<file path="config.mk">
export PLATFORM = sky130hd
export DESIGN_NAME = sync_fifo_pro_flat
export DESIGN_NICKNAME = d
export VERILOG_FILES = /design/src/rtl/sync_fifo_pro_if.sv /design/src/rtl/sync_fifo_pro.sv /design/src/flat_wrapper.sv
export SDC_FILE = /design/constraint.sdc
export NUM_CORES = 1
export LEC_CHECK = 0
export BUFFER_PORTS_ARGS = -buffer_cell sky130_fd_sc_hd__buf_2
export CAP_MARGIN = 20
export CELL_PAD_IN_SITES_DETAIL_PLACEMENT = 1
export CELL_PAD_IN_SITES_GLOBAL_PLACEMENT = 2
export CORE_UTILIZATION = 49
export DETAILED_ROUTE_END_ITERATION = 10
export PLACE_DENSITY_LB_ADDON = 0.1
export SLEW_MARGIN = 25
export SYNTH_ARGS = -nofsm -noshare
export SYNTH_HDL_FRONTEND = slang
export SYNTH_SLANG_ARGS = --single-unit
</file>
<file path="constraint.sdc">
create_clock -name clk -period 2.75 [get_ports clk]
set_input_delay 0.1375 -clock clk [delete_from_list [all_inputs] [get_ports clk]]
set_output_delay 0.1375 -clock clk [all_outputs]
set_load 0.005 [all_outputs]
</file>
<file path="src/rtl/sync_fifo_pro_if.sv">
// Producer/consumer bundle for sync_fifo_pro: write side, read side, status and sticky error flags.
// master drives requests and write data; slave is the FIFO itself.
interface sync_fifo_pro_if #(
   parameter int DATA_WIDTH = 32,
   parameter int CNT_WIDTH  = 5
);
   logic                  wr_en;
   logic [DATA_WIDTH-1:0] wr_data;
   logic                  full;
   logic                  almost_full;
   logic                  rd_en;
   logic [DATA_WIDTH-1:0] rd_data;
   logic                  rd_valid;
   logic                  empty;
   logic                  almost_empty;
   logic [CNT_WIDTH-1:0]  level;
   logic                  overflow;
   logic                  underflow;

   modport master (
      output wr_en, wr_data, rd_en,
      input  full, almost_full, rd_data, rd_valid, empty, almost_empty, level, overflow, underflow
   );

   modport slave (
      input  wr_en, wr_data, rd_en,
      output full, almost_full, rd_data, rd_valid, empty, almost_empty, level, overflow, underflow
   );
endinterface

</file>
<file path="src/rtl/sync_fifo_pro.sv">
// Single-clock FIFO, any DEPTH >= 2; standard read has 1-cycle data latency, FWFT shows the head combinationally.
// Writes while full and reads while empty are dropped and latched into sticky overflow/underflow.
module sync_fifo_pro #(
   parameter int    DEPTH      = 16,
   parameter int    DATA_WIDTH = 32,
   parameter int    CNT_WIDTH  = $clog2(DEPTH + 1),
   parameter bit    FWFT       = 1'b0,
   parameter int    AF_THRESH  = DEPTH - 2,
   parameter int    AE_THRESH  = 2,
   parameter string RAM_TYPE   = "distributed"
) (
   input  logic           clk,
   input  logic           rst,
   sync_fifo_pro_if.slave bus
);
   localparam int PTR_W = (DEPTH > 1) ? $clog2(DEPTH) : 1;
   localparam logic [PTR_W-1:0]     PTR_MAX = PTR_W'(DEPTH - 1);
   localparam logic [CNT_WIDTH-1:0] DEPTH_C = CNT_WIDTH'(DEPTH);
   localparam logic [CNT_WIDTH-1:0] AF_C    = CNT_WIDTH'(AF_THRESH);
   localparam logic [CNT_WIDTH-1:0] AE_C    = CNT_WIDTH'(AE_THRESH);

   if (DEPTH < 2) begin : g_bad_depth
      $error("sync_fifo_pro: DEPTH must be >= 2");
   end
   if (AF_THRESH < 1 || AF_THRESH > DEPTH) begin : g_bad_af
      $error("sync_fifo_pro: AF_THRESH must lie in 1..DEPTH");
   end
   if (AE_THRESH < 0 || AE_THRESH > DEPTH - 1) begin : g_bad_ae
      $error("sync_fifo_pro: AE_THRESH must lie in 0..DEPTH-1");
   end
   if (FWFT && RAM_TYPE == "block") begin : g_bad_ram
      $error("sync_fifo_pro: block RAM cannot provide a fall-through read port");
   end

   logic [DATA_WIDTH-1:0] mem [DEPTH];
   logic [PTR_W-1:0]      wr_ptr;
   logic [PTR_W-1:0]      rd_ptr;
   logic [CNT_WIDTH-1:0]  level_q;
   logic [CNT_WIDTH-1:0]  level_nxt;
   logic                  full_q;
   logic                  empty_q;
   logic                  af_q;
   logic                  ae_q;
   logic                  ovf_q;
   logic                  unf_q;
   logic                  wr_acc;
   logic                  rd_acc;

   // Accept decisions use the registered flags only, so a simultaneous pop never frees room for a push.
   assign wr_acc = bus.wr_en & ~full_q;
   assign rd_acc = bus.rd_en & ~empty_q;

   always_comb begin
      level_nxt = level_q;
      if (wr_acc && !rd_acc) begin
         level_nxt = level_q + 1'b1;
      end else if (rd_acc && !wr_acc) begin
         level_nxt = level_q - 1'b1;
      end
   end

   always_ff @(posedge clk) begin
      if (rst) begin
         wr_ptr  <= '0;
         rd_ptr  <= '0;
         level_q <= '0;
         full_q  <= 1'b0;
         empty_q <= 1'b1;
         af_q    <= 1'b0;
         ae_q    <= 1'b1;
         ovf_q   <= 1'b0;
         unf_q   <= 1'b0;
      end else begin
         if (wr_acc) begin
            wr_ptr <= (wr_ptr == PTR_MAX) ? '0 : wr_ptr + 1'b1;
         end
         if (rd_acc) begin
            rd_ptr <= (rd_ptr == PTR_MAX) ? '0 : rd_ptr + 1'b1;
         end
         level_q <= level_nxt;
         full_q  <= (level_nxt == DEPTH_C);
         empty_q <= (level_nxt == '0);
         af_q    <= (level_nxt >= AF_C);
         ae_q    <= (level_nxt <= AE_C);
         if (bus.wr_en && full_q) begin
            ovf_q <= 1'b1;
         end
         if (bus.rd_en && empty_q) begin
            unf_q <= 1'b1;
         end
      end
   end

   // Storage is never cleared; reset only discards it by zeroing the pointers.
   always_ff @(posedge clk) begin
      if (wr_acc && !rst) begin
         mem[wr_ptr] <= bus.wr_data;
      end
   end

   if (FWFT) begin : g_fwft
      assign bus.rd_data  = mem[rd_ptr];
      assign bus.rd_valid = ~empty_q;
   end else begin : g_std
      logic [DATA_WIDTH-1:0] rd_data_q;
      logic                  rd_valid_q;

      always_ff @(posedge clk) begin
         if (rst) begin
            rd_data_q  <= '0;
            rd_valid_q <= 1'b0;
         end else begin
            rd_valid_q <= rd_acc;
            if (rd_acc) begin
               rd_data_q <= mem[rd_ptr];
            end
         end
      end

      assign bus.rd_data  = rd_data_q;
      assign bus.rd_valid = rd_valid_q;
   end

   assign bus.full         = full_q;
   assign bus.empty        = empty_q;
   assign bus.almost_full  = af_q;
   assign bus.almost_empty = ae_q;
   assign bus.level        = level_q;
   assign bus.overflow     = ovf_q;
   assign bus.underflow    = unf_q;
endmodule

</file>
<file path="src/flat_wrapper.sv">
// flat-port wrapper written by rule: the top's interface ports become plain ports
module sync_fifo_pro_flat 
#(
   parameter int    DEPTH      = 16,
   parameter int    DATA_WIDTH = 32,
   parameter int    CNT_WIDTH  = $clog2(DEPTH + 1),
   parameter bit    FWFT       = 1'b0,
   parameter int    AF_THRESH  = DEPTH - 2,
   parameter int    AE_THRESH  = 2,
   parameter string RAM_TYPE   = "           "
)
  (clk, rst, bus_wr_en, bus_wr_data, bus_rd_en, bus_full, bus_almost_full, bus_rd_data, bus_rd_valid, bus_empty, bus_almost_empty, bus_level, bus_overflow, bus_underflow);
  sync_fifo_pro_if #(.DATA_WIDTH(DATA_WIDTH), .CNT_WIDTH(CNT_WIDTH)) bus_i ();
  input  logic clk;
  input  logic rst;
  input wire logic [$bits(bus_i.wr_en)-1:0] bus_wr_en;
  input wire logic [$bits(bus_i.wr_data)-1:0] bus_wr_data;
  input wire logic [$bits(bus_i.rd_en)-1:0] bus_rd_en;
  output wire logic [$bits(bus_i.full)-1:0] bus_full;
  output wire logic [$bits(bus_i.almost_full)-1:0] bus_almost_full;
  output wire logic [$bits(bus_i.rd_data)-1:0] bus_rd_data;
  output wire logic [$bits(bus_i.rd_valid)-1:0] bus_rd_valid;
  output wire logic [$bits(bus_i.empty)-1:0] bus_empty;
  output wire logic [$bits(bus_i.almost_empty)-1:0] bus_almost_empty;
  output wire logic [$bits(bus_i.level)-1:0] bus_level;
  output wire logic [$bits(bus_i.overflow)-1:0] bus_overflow;
  output wire logic [$bits(bus_i.underflow)-1:0] bus_underflow;
  assign bus_i.wr_en = bus_wr_en;
  assign bus_i.wr_data = bus_wr_data;
  assign bus_i.rd_en = bus_rd_en;
  assign bus_full = bus_i.full;
  assign bus_almost_full = bus_i.almost_full;
  assign bus_rd_data = bus_i.rd_data;
  assign bus_rd_valid = bus_i.rd_valid;
  assign bus_empty = bus_i.empty;
  assign bus_almost_empty = bus_i.almost_empty;
  assign bus_level = bus_i.level;
  assign bus_overflow = bus_i.overflow;
  assign bus_underflow = bus_i.underflow;
  sync_fifo_pro #(.DEPTH(DEPTH), .DATA_WIDTH(DATA_WIDTH), .CNT_WIDTH(CNT_WIDTH), .FWFT(FWFT), .AF_THRESH(AF_THRESH), .AE_THRESH(AE_THRESH), .RAM_TYPE(RAM_TYPE)) u_core (.clk(clk), .rst(rst), .bus(bus_i));
endmodule
</file>
==> summary.log, run 1 <==
[sta] final-report setup violation count 0
[finish] Register Area 0.0164 sq mm
[detailed_routing] First-pass DRT Iterations 5
[clock_tree] worst skew pair latency 590 ps
[die] Die Span Y 210 um
[finish] combined area of the multi-input logic cells 0.00450 sq mm
[yosys] register bit total from synthesis 564
[detailed_routing] drt first-iter violations 911
[placed_design] number of buffers inserted by port buffering 79
[sta] actual transition at the worst max-transition pin 650 ps
[finish] Area growth syn-to-layout 17.4%
[setup_path] longest individual stage delay on the worst path 550 ps
[grt] via count of the first global-routing pass 11327
[finish] final standard cell area without fillers 0.0249 sq mm
[yosys] Synth Net Count 1034
[clock_tree] clock slew at reported path FFs 60 ps
[finish] number of filler cells placed in the layout 3593
[status] outcome finished clean
[yosys] share of flip-flops with an asynchronous set or reset 0
[pwr] maximum vdd ir drop 0.000549 V
[pwr] Static Leakage 8.07 nW
[clock_tree] root buffer cell clkbuf_16
[yosys] Post-synth EDFFs 512
[finish] diodes inserted 0
[sta] setup tns final 0 ps
[worst_hold_path] Hold Path Class in -> reg
[finish] share of layout cells above drive strength 1 0.301
[die] overall die area 0.0440 sq mm
[detailed_routing] via count 10540
[die] standard-cell row count 75
[sta] post-layout minimum cycle time 2130 ps
[setup_path] worst reg2reg path depth 4
[die] width of the chip 210 um
[yosys] fraction of the yosys area taken by sequential cells 0.775
[clock_tree] TritonCTS clock tree done
[run] maxcap violations 0
[setup_path] startpoint of the worst register-to-register path u_core.bus.full$_SDFF_PP0_
[sta] highest attainable clock frequency 0.469 GHz
[placed_design] final estimated routing congestion in global placement 0.721
[die] top-level I/O count 80
[detailed_routing] residual antenna-violating net count after detailed routing 0
[clock_tree] clock sink count 564
[detailed_routing] number of remaining DRC errors 0
[placed_design] HPWL after DPL 27.6 mm
[setup_path] capturing element of the worst setup path u_core.mem[10][19]$_DFFE_PP_
[pwr] power per standard cell area 756 mW/mm^2
[yosys] post-synthesis average cell area 21.4 sq um
[setup_path] ordered cell list for the critical path nand2b_1 -> nor4b_1 -> and2_2 -> buf_12
[detailed_routing] routed len/inst 28.7 um
[setup_path] CP max stage cell and2_2
[grt] Congestion Overflow GR 0
[yosys] total number of yosys warnings 0
[die] effective utilization at floorplan 0.500
[setup_path] critical path endpoint category flop
[sta] Clock Skews 18.0 ps
[yosys] Mapped Area 0.0212 sq mm
[grt] global-route usage over all layers 0.240
[yosys] most frequently used flop master after synthesis edfxtp_1
[setup_path] kind of start point of the critical path flop
[clock_tree] PostCTS Resize Cnt 0
[setup_path] CP Class reg -> reg
[sta] normalized max-slew margin 0.567
[yosys] distinct cell type count of the synthesized netlist 37
[grt] largest net degree at the start of global routing 38
[setup_path] Arr. time, crit path 2430 ps
[clock_tree] CTS Buf Count 55
[finish] number of nets in the layout 1201
[sta] final critical-path share of the clock period 0.775
[clock_tree] CTS Buffer Depth 3
[placed_design] cell count after placement 1644
[sta] count of endpoints failing hold in the final timing report 0
[setup_path] Worst R2R Setup Slack 620 ps
[clock_tree] number of setup buffers added after CTS 0
[setup_path] top fanout value on the critical path 11
[detailed_routing] Total Wirelength 51.1 mm
[grt] wire length of the first global-routing pass 75.2 mm
[setup_path] first element of the critical path u_core.bus.full$_SDFF_PP0_
[die] core footprint 0.0423 sq mm
[detailed_routing] Vias/cell 5.91
[placed_design] Placement Cell Area 0.0227 sq mm
[finish] filler-free cell count of the finished design 1782
[setup_path] data required time at the worst endpoint 3050 ps
[setup_path] Critical R2R Capture u_core.mem[10][19]$_DFFE_PP_
[grt] antenna violations before repair 1
[sta] RSZ-0062 raised after global routing false
[clock_tree] Max H-tree Level 2
[yosys] synthesized instance count 991
[sta] Final Max Tran Viols 0
==> worst min-delay path by stage <==
| stage | from | to | slack, ps | cells past startpoint |
|---|---|---|---|---|
| after floorplan | bus_wr_data[0] | u_core.mem[0][0]$_DFFE_PP_ | 240 | 0 |
| after global placement | bus_rd_en | u_core.bus.underflow$_SDFFE_PP0P_ | 390 | 3 |
| after detailed placement | bus_rd_en | u_core.bus.underflow$_SDFFE_PP0P_ | 400 | 3 |
| after CTS | rst | u_core.bus.level[0]$_SDFF_PP0_ | 50 | 3 |
| after global routing | rst | u_core.bus.level[3]$_SDFF_PP0_ | 80 | 3 |
| final | rst | u_core.bus.level[0]$_SDFF_PP0_ | 60 | 3 |
==> power by group <==
group	internal (mW)	switching, mW
Sequential	9.50	0.121
Clock	4.40	3.13
Combinational	0.806	0.836
Total	14.7	4.08
==> critical path: cells and delay by family (launching register included) <==
family	cells	cell delay (ps)
simple gates	3	1300
flops	1	330
buf+inv	1	210
==> what timing repair did <==
| action | in CTS | in global routing |
|---|---|---|
| setup endpoints to repair | 0 | 0 |
| endpoints found under the hold margin | 514 | 0 |
| hold buffers | 34 | 0 |
==> cell usage after synthesis (all sizes together), types with 6 or more instances <==
master  instances  area share
a21oi          12      0.0028
buf            22      0.0079
ha              7      0.0041
nand2          45      0.0080
dfxtp          52       0.049
clkbuf         34      0.0060
a22oi          64       0.023
mux4          128        0.14
nor2           15      0.0027
a22o           33       0.014
edfxtp        512        0.73
and2           19      0.0056
inv             6      0.0011
==> cells by family after synthesis <==
logic type,synth area share
flops,0.775
xor+xnor,0.00207
buf+inv,0.0150
mux,0.137
simple gates,0.0229
compound gates,0.0439
fa+ha+maj,0.00414
==> cell type report <==
class / instances / area share
clock buffers: 74 / 0.0607
flip-flops and latches: 564 / 0.661
multi-input cells: 365 / 0.181
well taps: 577 / 0.0290
repair buffers: 166 / 0.0557
clock inverters: 30 / 0.0121
inverters: 6 / 0.000906
==> per-layer routing <==
layer	vias to the layer above	GRT usage	part of all wire	routed length, um
met5	-	0	0	0
met4	0	0.0670	0.023	1160
met3	76	0.0423	0.056	2880
met2	323	0.396	0.49	25200
met1	5652	0.333	0.43	21900
li1	4489	-	-	-
==> cells in the final DEF (no fill, tap or decap), drive strengths merged <==
cell type / n
and4: 1
inv: 7
dlygate4sd3: 34
clkbuf: 74
nand2b: 2
dfxtp: 52
buf: 132
or3: 4
nand3: 4
nor2: 15
nor3: 1
xor2: 2
and2: 19
a41o: 2
a21oi: 12
a22o: 33
a22oi: 64
nor2b: 5
a211oi: 2
bufinv: 6
o41a: 1
a31oi: 1
nor4b: 2
nand2: 45
o22ai: 1
or4: 1
nor4: 1
a311oi: 1
mux4: 128
o31ai: 1
edfxtp: 512
xnor2: 3
o21ai: 5
mux2i: 1
clkinv: 23
ha: 7
nand4: 1
==> state kept, by name, indices dropped and copies added (netlist names) <==
name / count
u_core.rd_ptr: 4
u_core.wr_ptr: 4
u_core.bus.rd_valid: 1
u_core.mem: 512
u_core.bus.empty: 1
u_core.bus.almost_empty: 1
u_core.bus.almost_full: 1
u_core.bus.underflow: 1
u_core.bus.level: 5
u_core.bus.full: 1
u_core.bus.rd_data: 32
u_core.bus.overflow: 1
==> through the flow <==
| step | setup slack [ps] | power, mW | utilization | hold WS, ps |
|---|---|---|---|---|
| after floorplan | 478 | 10.9 | - | 236 |
| after global placement | 645 | 11.4 | 0.537 | 394 |
| after detailed placement | 638 | 11.4 | 0.537 | 404 |
| after CTS | 620 | 19.0 | 0.587 | 48.0 |
| after global routing | 474 | 19.4 | 0.587 | 84.7 |
| final | 618 | 18.8 | 0.587 | 63.8 |
Note: power is estimated with default switching activity, not from simulation.
==> run 2, diff against run 1 <==
--- a/config.mk
+++ b/config.mk
@@ -9,7 +9,7 @@
 export CAP_MARGIN = 20
 export CELL_PAD_IN_SITES_DETAIL_PLACEMENT = 1
 export CELL_PAD_IN_SITES_GLOBAL_PLACEMENT = 2
-export CORE_UTILIZATION = 49
+export CORE_UTILIZATION = 44
 export DETAILED_ROUTE_END_ITERATION = 10
 export PLACE_DENSITY_LB_ADDON = 0.1
 export SLEW_MARGIN = 25
==> constraint.sdc (replaced) <==
create_clock -name clk -period 1.9 [get_ports clk]
set_input_delay 0.095 -clock clk [delete_from_list [all_inputs] [get_ports clk]]
set_output_delay 0.095 -clock clk [all_outputs]
set_load 0.005 [all_outputs]
==> run 2 against run 1 <==
Against the previous run:
- the flow now finishes with violations (setup timing)
- clock skew down 3.3 ps
- worst setup slack worse by 670 ps
- non-clock buffer count up 78
- cell area up 6.4%
- final cell count up 6.6%
- global-route usage down 2.5 points
- die area up 11%
- core utilization down 3.2 points
- first-iteration DRC count down 12%
- register-to-register slack worse by 670 ps
- maximum frequency up 9.1%
==> summary.log, run 2 (synthesis gave the netlist of run 1 again) <==
[sta] hold slack 391 ps [+328 ps]
[pwr] sw frac 0.223 [+0.00566]
[status] outcome finished with violations
[setup_path] ordered cell list for the critical path buf_12 -> buf_12 -> buf_12 -> buf_12 -> mux4_2 -> a22oi_2 -> nand2_1 -> a22o_1
[clock_tree] worst skew pair latency 620 ps [+30 ps]
[setup_path] longest individual stage delay on the worst path 490 ps [-60 ps]
[setup_path] top fanout value on the critical path 6 [-5]
[clock_tree] root buffer cell clkbuf_16
[sta] worst-case setup margin in the final layout -53.8 ps [-672 ps]
[clock_tree] CTS Buf Count 57 [+3.6%]
[finish] Area growth syn-to-layout 24.9%
[clock_tree] CTS Buffer Depth 3 [unchanged]
[die] effective utilization at floorplan 0.444 [-0.0559]
[setup_path] cell occurring most often along the worst timing path buf_12
[setup_path] worst reg2reg path depth 8 [+4]
[worst_hold_path] Hold Path Class in -> reg
[sta] RSZ-0062 raised after global routing true
[grt] Congestion Overflow GR 0 [unchanged]
[die] core footprint 0.0476 sq mm [+13%]
[pwr] Static Leakage 8.66 nW [+7.4%]
[die] standard-cell row count 80 [+6.7%]
[detailed_routing] Total Wirelength 51.9 mm [+1.7%]
[sta] count of endpoints failing hold in the final timing report 0 [unchanged]
[detailed_routing] routed len/inst 27.4 um [-4.6%]
[clock_tree] clock slew at reported path FFs 60 ps [about the same]
[die] overall die area 0.0490 sq mm [+11%]
[sta] post-layout minimum cycle time 1950 ps [-178 ps]
[setup_path] kind of start point of the critical path flop
[grt] antenna violations before repair 1 [unchanged]
[detailed_routing] drt first-iter violations 801 [-12%]
[setup_path] Arr. time, crit path 2460 ps [+30 ps]
[detailed_routing] number of remaining DRC errors 0 [unchanged]
[finish] final standard cell area without fillers 0.0264 sq mm [+6.4%]
[finish] number of nets in the layout 1281 [+6.7%]
[setup_path] Critical R2R Capture u_core.bus.rd_data[1]$_SDFFE_PP0P_
[pwr] power dissipated by switching net loads 6.17 mW [+51%]
[grt] wire length of the first global-routing pass 76.2 mm [+1.4%]
[finish] diodes inserted 0 [unchanged]
[grt] global-route usage over all layers 0.215 [-0.0252]
[setup_path] CP Class reg -> reg
[pwr] proportion of power drawn by combinational gates 0.112 [+0.025]
[clock_tree] Max H-tree Level 2 [unchanged]
[sta] highest attainable clock frequency 0.512 GHz [+9.1%]
[placed_design] final estimated routing congestion in global placement 0.730 [+1.2%]
[sta] final-report setup violation count 10 [+10]
[pwr] power per standard cell area 1050 mW/mm^2 [+38%]
[sta] Clock Skews 14.7 ps [-3.25 ps]
[setup_path] first element of the critical path u_core.rd_ptr[0]$_SDFFE_PP0P_
[detailed_routing] First-pass DRT Iterations 4 [-1]
[pwr] P_int 21.5 mW [+46%]
[detailed_routing] via count 10719 [+1.7%]
[setup_path] Worst R2R Setup Slack -50 ps [-670 ps]
[setup_path] CP max stage cell mux4_2
[sta] normalized max-slew margin 0.546 [-0.0203]
[die] Die Span Y 221 um [+5.5%]
[worst_hold_path] number of cells on the worst hold path 3 [unchanged]
[finish] Biggest register u_core.mem
[finish] commonest cells after routing, fill and taps aside edfxtp_1 (512), mux4_2 (128), buf_2 (79)
[run] maxcap violations 0 [unchanged]
[setup_path] cell family contributing the most delay on the critical path buffers and inverters
[pwr] overall power of the completed layout 27.7 mW [+47%]
[grt] largest net degree at the start of global routing 27 [-29%]
[finish] Largest register FFs 512 [unchanged]
[pwr] maximum vdd ir drop 0.000821 V [+50%]
[worst_hold_path] origin of the worst min-delay path rst
[finish] share of layout cells above drive strength 1 0.367 [+0.0656]
[setup_path] startpoint of the worst register-to-register path u_core.rd_ptr[0]$_SDFFE_PP0P_
[finish] most common cell after layout, fill and taps aside edfxtp_1
[detailed_routing] Vias/cell 5.64 [-4.6%]
[pwr] relative contribution of sequential cells to total power 0.502 [-0.010]
[worst_hold_path] worst hold endpoint u_core.rd_ptr[0]$_SDFFE_PP0P_
[detailed_routing] residual antenna-violating net count after detailed routing 0 [unchanged]
[sta] actual transition at the worst max-transition pin 679 ps [+28.9 ps]
[grt] via count of the first global-routing pass 11492 [+1.5%]
[placed_design] HPWL after DPL 31.1 mm [+13%]
[pwr] share of total power in the clock network 0.386 [-0.015]
[die] width of the chip 221 um [+5.5%]
[setup_path] critical path endpoint category flop
[placed_design] Placement Cell Area 0.0237 sq mm [+4.5%]
[clock_tree] clock sink count 564 [unchanged]
[status] failing checks setup timing
[placed_design] number of buffers inserted by port buffering 79 [unchanged]
[setup_path] data required time at the worst endpoint 2410 ps [-640 ps]
[setup_path] WP buf/inv 4 [+3]
[clock_tree] TritonCTS clock tree done
[die] top-level I/O count 80 [unchanged]
[sta] Final Max Tran Viols 0 [unchanged]
[sta] final critical-path share of the clock period 1.03 [+0.253]
==> run 2: area by class of cell <==
class / count / area, sq um
flip-flops and latches: 564 / 16400
repair buffers: 244 / 2780
inverters: 6 / 22.5
multi-input cells: 365 / 4700
fillers: 4102 / 21200
clock inverters: 27 / 210
well taps: 615 / 769
clock buffers: 78 / 1550
==> run 2: repair_timing <==
action,CTS,global route
pin swaps,9,30
setup buffers,4,14
gates resized for setup,19,32
endpoints found under the hold margin,527,0
gates cloned,1,5
setup endpoints to repair,17,290
hold buffers,37,0
==> run 2: worst reg2reg max path, stage by stage, from the launching register on <==
cell and delay [ps]:
dfxtp_4 410, buf_12 150, buf_12 150, buf_12 130, buf_12 100, mux4_2 490, a22oi_2 160, nand2_1 70
a22o_1 190
==> run 2: metrics by stage <==
step           worst slack (ps)  instances  utilization  TNS (ps)
6_report                  -53.8       1899        0.555      -267
5_1_grt                    -104       1899        0.555     -1320
4_1_cts                   -39.7       1879        0.546     -53.4
3_5_place_dp              -70.6       1732        0.498      -444
3_3_place_gp              -74.6       1732        0.498      -376
2_1_floorplan             -5.02        991            -     -1290
==> run 2: how the worst max path moves through the flow <==
stage | endpoint | slack, ps | depth (start not counted)
2_1_floorplan | u_core.mem[10][0]$_DFFE_PP_ | -5 | 4
3_3_place_gp | u_core.bus.rd_data[28]$_SDFFE_PP0P_ | -70 | 6
5_1_grt | u_core.bus.rd_data[4]$_SDFFE_PP0P_ | -100 | 7
6_report | u_core.bus.rd_data[1]$_SDFFE_PP0P_ | -50 | 8
3_5_place_dp | u_core.bus.rd_data[17]$_SDFFE_PP0P_ | -70 | 6
4_1_cts | u_core.bus.rd_data[16]$_SDFFE_PP0P_ | -40 | 6
==> run 2: power by group through the flow <==
stage	clock, mW	combinational (mW)	sequential [mW]
after floorplan	0	1.61	14.1
after global placement	0	2.66	14.1
after detailed placement	0	2.69	14.2
after CTS	10.9	2.86	13.9
after global routing	11.3	3.34	13.9
final	10.7	3.09	13.9
==> run 2: layer usage <==
metal  share of wire  GRT usage  vias up
met1            0.46      0.317     5757
met4           0.015     0.0471        2
li1                -          -     4650
met2            0.48      0.339      255
met3           0.043     0.0351       55
met5         0.00025          0        -
